## src/rtl/hazard_ctrl.sv

```systemverilog
// Hazard controller for the 5-stage pipeline: EX forwarding, load-use stall, branch flush and
// multi-cycle (MUL/DIV) stall. Define HAZARD_PERF_CNT_EN to add stall/flush event counters.
module hazard_ctrl #(
  parameter int unsigned ADDR_W  = 5,
  parameter int unsigned MUL_LAT = 3
) (
  input  logic              clk,
  input  logic              rst,
  input  logic              RegWriteM,
  input  logic              RegWriteW,
  input  logic [ADDR_W-1:0] RD_M,
  input  logic [ADDR_W-1:0] RD_W,
  input  logic [ADDR_W-1:0] RD_E,
  input  logic [ADDR_W-1:0] Rs1_D,
  input  logic [ADDR_W-1:0] Rs2_D,
  input  logic [ADDR_W-1:0] Rs1_E,
  input  logic [ADDR_W-1:0] Rs2_E,
  input  logic              ResultSrcE0,
  input  logic              PCSrcE,
  input  logic              MulStartE,
  output logic [1:0]        ForwardAE,
  output logic [1:0]        ForwardBE,
  output logic              StallF,
  output logic              StallD,
  output logic              StallE,
  output logic              FlushD,
  output logic              FlushE,
  output logic              BubbleM,
  output logic              MulBusy
`ifdef HAZARD_PERF_CNT_EN
  ,
  output logic [31:0]       stall_cnt,
  output logic [31:0]       flush_cnt
`endif
);

  localparam int unsigned CntW    = (MUL_LAT > 2) ? $clog2(MUL_LAT) : 1;
  localparam int unsigned LatM2   = (MUL_LAT > 1) ? MUL_LAT - 2 : 0;
  localparam bit          MulLong = (MUL_LAT > 1);

  typedef enum logic [0:0] {StIdle, StBusy} state_e;

  state_e            state_q, state_d;
  logic [CntW-1:0]   cnt_q, cnt_d;
  logic              lw_stall, mul_stall;
  logic [1:0]        fwd_a, fwd_b;

  always_comb begin
    fwd_a = 2'b00;
    if (RegWriteM && (RD_M != '0) && (RD_M == Rs1_E))      fwd_a = 2'b10;
    else if (RegWriteW && (RD_W != '0) && (RD_W == Rs1_E)) fwd_a = 2'b01;
  end

  always_comb begin
    fwd_b = 2'b00;
    if (RegWriteM && (RD_M != '0) && (RD_M == Rs2_E))      fwd_b = 2'b10;
    else if (RegWriteW && (RD_W != '0) && (RD_W == Rs2_E)) fwd_b = 2'b01;
  end

  assign lw_stall = ResultSrcE0 && (RD_E != '0) && ((RD_E == Rs1_D) || (RD_E == Rs2_D));

  // cnt holds the stall cycles still owed after the current one.
  always_comb begin
    state_d   = state_q;
    cnt_d     = cnt_q;
    mul_stall = 1'b0;
    unique case (state_q)
      StIdle: begin
        if (MulStartE && MulLong) begin
          state_d   = StBusy;
          cnt_d     = CntW'(LatM2);
          mul_stall = 1'b1;
        end
      end
      StBusy: begin
        if (cnt_q != '0) begin
          cnt_d     = cnt_q - CntW'(1);
          mul_stall = 1'b1;
        end else begin
          state_d = StIdle;
        end
      end
      default: state_d = StIdle;
    endcase
  end

  always_ff @(posedge clk or negedge rst) begin
    if (!rst) begin
      state_q <= StIdle;
      cnt_q   <= '0;
    end else begin
      state_q <= state_d;
      cnt_q   <= cnt_d;
    end
  end

  // Outputs are forced low for the whole reset window, not just state.
  always_comb begin
    ForwardAE = 2'b00;
    ForwardBE = 2'b00;
    StallF    = 1'b0;
    StallD    = 1'b0;
    StallE    = 1'b0;
    FlushD    = 1'b0;
    FlushE    = 1'b0;
    BubbleM   = 1'b0;
    MulBusy   = 1'b0;
    if (rst) begin
      ForwardAE = fwd_a;
      ForwardBE = fwd_b;
      StallF    = lw_stall | mul_stall;
      StallD    = lw_stall | mul_stall;
      StallE    = mul_stall;
      BubbleM   = mul_stall;
      FlushD    = PCSrcE & ~mul_stall;
      FlushE    = (lw_stall | PCSrcE) & ~mul_stall;
      MulBusy   = (state_q == StBusy);
    end
  end

`ifdef HAZARD_PERF_CNT_EN
  logic [31:0] stall_cnt_q, stall_cnt_d, flush_cnt_q, flush_cnt_d;

  always_comb begin
    stall_cnt_d = stall_cnt_q;
    flush_cnt_d = flush_cnt_q;
    if (StallF && (stall_cnt_q != '1)) stall_cnt_d = stall_cnt_q + 32'd1;
    if (FlushE && (flush_cnt_q != '1)) flush_cnt_d = flush_cnt_q + 32'd1;
  end

  always_ff @(posedge clk or negedge rst) begin
    if (!rst) begin
      stall_cnt_q <= '0;
      flush_cnt_q <= '0;
    end else begin
      stall_cnt_q <= stall_cnt_d;
      flush_cnt_q <= flush_cnt_d;
    end
  end

  assign stall_cnt = stall_cnt_q;
  assign flush_cnt = flush_cnt_q;
`endif

endmodule

```

## config.mk

```make
export PLATFORM = sky130hd
export DESIGN_NAME = hazard_ctrl
export DESIGN_NICKNAME = d
export VERILOG_FILES = /design/src/rtl/hazard_ctrl.sv
export SDC_FILE = /design/constraint.sdc
export NUM_CORES = 1
export LEC_CHECK = 0
export ABC_AREA = 1
export BUFFER_PORTS_ARGS = -buffer_cell sky130_fd_sc_hd__buf_2
export CORE_UTILIZATION = 43
export DETAILED_ROUTE_END_ITERATION = 16
export PLACE_DENSITY = 0.95
export SYNTH_ARGS = -nofsm -noshare
export SYNTH_HDL_FRONTEND = slang
export SYNTH_SLANG_ARGS = --single-unit
```

## constraint.sdc

```tcl
create_clock -name clk -period 1.9 [get_ports clk]
set_input_delay 0.095 -clock clk [delete_from_list [all_inputs] [get_ports clk]]
set_output_delay 0.095 -clock clk [all_outputs]
set_load 0.02 [all_outputs]
```

==> summary.txt <==
Setup path
  • Largest delay share family, worst path: flip-flops
  • CP Capture Type: output pin
  • Crit-path max FO: 4
  • CP dominant cell by count: nor2_1
  • Crit Path Category: reg -> out
  • Critical Path, Cell by Cell: inv_1 -> ha_1 -> nor2_1 -> a21oi_2 -> nand2_1 -> nor2_1 -> buf_2
  • Max stage delay on crit path: 0.35 ns
  • CP startpoint kind: register
  • CP bufs+invs: 2
  • Slowest-stage cell, CP: dfrtp_1
  • Arr. time, crit path: 1.52 ns
  • Required @ worst endpoint: ~1.8 ns

Clock tree
  • Clk slew on worst S/H paths: approximately 0.04 ns
  • CTS hold repair buffers: 1
  • Num CTS Buffers: 3
  • Clock Tree Root: clkbuf_4
  • H-tree level count: 1
  • Setup Buffers After CTS: 0
  • Clock tree buffer depth: 2
  • Clk_lat worst skew: ~0.24 ns
  • CTS tree: yes
  • Cts repair resizes: 0
  • Clock Sinks: 3

Route
  • Total wire length: between 2 and 2.5 mm
  • Via count: approximately 960
  • Avg Vias per Cell: ~4.8
  • Initial DRC count: 38
  • DRC viols: 0
  • DRT Pass-1 Iters: 4
  • Routed Antenna Nets: 0
  • WL per Instance: about 10 um

Final layout
  • Final net count: between 200 and 250
  • Fin area: 0.00101 mm2
  • Diodes inserted: 0
  • Share of post-route cells with drive strength above 1: around 33%
  • Util after Layout: roughly two thirds
  • Synth-to-layout area growth: 42.4%

Floorplan
  • Die X: 42.7 um
  • Row count: 14
  • Die ar.: approximately 0.0018 mm2
  • DIE HEIGHT: ~43 um
  • Initial Util: a little under half
  • Io pins: between 50 and 60
  • Core area: ~0.0015 mm2

Timing
  • Slew headroom: 83.2%
  • Worst-Margin Slew: 0.249 ns
  • Final worst path period need: ~1.6 ns
  • Max Freq: 0.620 GHz
  • Fin crit share: between 80% and 90%
  • Setup Total Neg Slack: 0 ns
  • RSZ-0062 raised after global routing: false
  • Worst Skew: between 0.002 and 0.0025 ns
  • Max-slew violation count: 0
  • Endpoints failing setup: 0
  • Final hold violation count: 0

Yosys
  • Synth warn: 0
  • Seq/Total Area, Yosys: between 10% and 20%
  • Number of distinct library cells after synthesis: 18
  • Synthesized instance count: 130
  • Syn Nets: ~170
  • Post-Syn Area per Cell: 5.47 um2
  • Yosys reg bits: 3
  • Post-Synthesis Cell Area: 711 um2

Global routing
  • M1 GR Usage: approximately 23%
  • Vias in the first global route: about 870
  • First-pass GRT wire length: between 3 and 4 mm
  • GRT Max-Usage Layer: met2
  • Overall Global Routing Usage: between 20% and 30%
  • Met2 usage: 48.5%
  • Met3 Usage GRT: under 10%
  • Pin count of the biggest net entering global routing: 9
  • Initial antenna violation count: 0
  • Grt ovf: 0

Power and ir drop
  • Peak supply drop: approximately 0.80 mV
  • Power Dens Cells: around 640 mW/mm2
  • Lkg Pwr: ~0.65 nW

Place
  • Routability cong.: approximately 0.87
  • Placed inst area: just under 0.001 mm2
  • Port bufs: between 50 and 60
  • Dpl hpwl: 1.78 mm

Flow run
  • Max-cap check violation count: 0

Min path
  • HP Class: in -> reg

Status
  • Status: finished clean
-- cell type report --
class / count / area, um2
clock buffers: 4 / 26.3
fillers: 144 / 512
inverters: 28 / 105
multi-input cells: 97 / 515
flip-flops and latches: 3 / 75.1
well taps: 16 / 20.0
repair buffers: 53 / 270
-- Yosys cell counts --
library cell,number,area [um2]
inv_1,26,97.6
nor3_1,4,20.0
nor2b_1,2,12.5
nor2_1,19,71.3
xor2_1,12,105
a21oi_2,3,26.3
inv_2,2,7.51
ha_1,1,12.5
o22ai_1,1,6.26
o21ai_0,8,40.0
nand2_1,31,116
dfrtp_1,3,75.1
nand3_1,6,30.0
nand2_2,1,6.26
a21oi_1,2,10.0
buf_4,2,15.0
xnor2_1,6,52.6
nand4_1,1,6.26
-- tightest hold or removal path, cell delays in order --
cell,delay (ns)
buf_2,0.09
a21oi_2,0.08
inv_1,0.12
-- metrics by stage --
| step | hold slack [ns] | power, mW | setup WS [ns] | instances |
|---|---|---|---|---|
| floorplan | -0.201 | 0.390 | 0.518 | 130 |
| global placement | -0.0763 | 0.494 | 0.652 | 196 |
| detailed placement | -0.0719 | 0.523 | 0.582 | 196 |
| CTS | 0.173 | 0.645 | 0.303 | 201 |
| global route | 0.180 | 0.697 | 0.213 | 201 |
| finish | 0.193 | 0.645 | 0.287 | 201 |
-- state kept, by name (all words and copies together), names as in the netlist --
name,cells
cnt_q,2
state_q,1
-- where the power goes --
part	internal (mW)	switching [mW]
Sequential	0.0973	0.0119
Combinational	0.154	0.267
Clock	0.0789	0.0362
-- layout by cell type, fill, tap and decap left out, types with 3 or more instances in the layout --
master | synthesis | final
buf_2 | 0 | 52
nand2_1 | 31 | 31
inv_1 | 26 | 26
nor2_1 | 19 | 19
xor2_1 | 12 | 12
o21ai_0 | 8 | 8
xnor2_1 | 6 | 6
nand3_1 | 6 | 6
nor3_1 | 4 | 4
a21oi_2 | 3 | 3
clkbuf_4 | 0 | 3
dfrtp_1 | 3 | 3
-- routing by layer --
layer  share of wire (%)  vias to the layer above  routed length (um)
li1                    -                      501                   -
met1                  37                      410                 771
met2                  55                       46                1150
met3                 7.1                        2                 149
met4                0.67                        0                  14
met5                   0                        -                   0
-- final timing paths --
path	from	to	slack, ns	cells after the start
setup reg to reg	cnt_q[0]	cnt_q[0]	0.61	7
hold / removal	MulStartE	state_q	0.19	3
max in group asynchronous	rst	cnt_q[0]	1.54	2
min in group asynchronous	rst	state_q	0.21	2
hold reg to reg	cnt_q[1]	cnt_q[1]	0.57	2
setup / recovery	cnt_q[0]	FlushD	0.29	7
-- kinds of logic (layout without fill, tap and decap cells) --
family | Yosys count | count (layout) | synth area share, %
and+or+nand+nor | 64 | 64 | 37.0
adders and majority gates | 1 | 1 | 1.76
xor gates and xnor gates | 18 | 18 | 22.2
AOI/OAI and AO/OA | 14 | 14 | 11.6
DFF | 3 | 3 | 10.6
buffers and inverters | 30 | 85 | 16.9
Power figures use the tool's default switching activity.
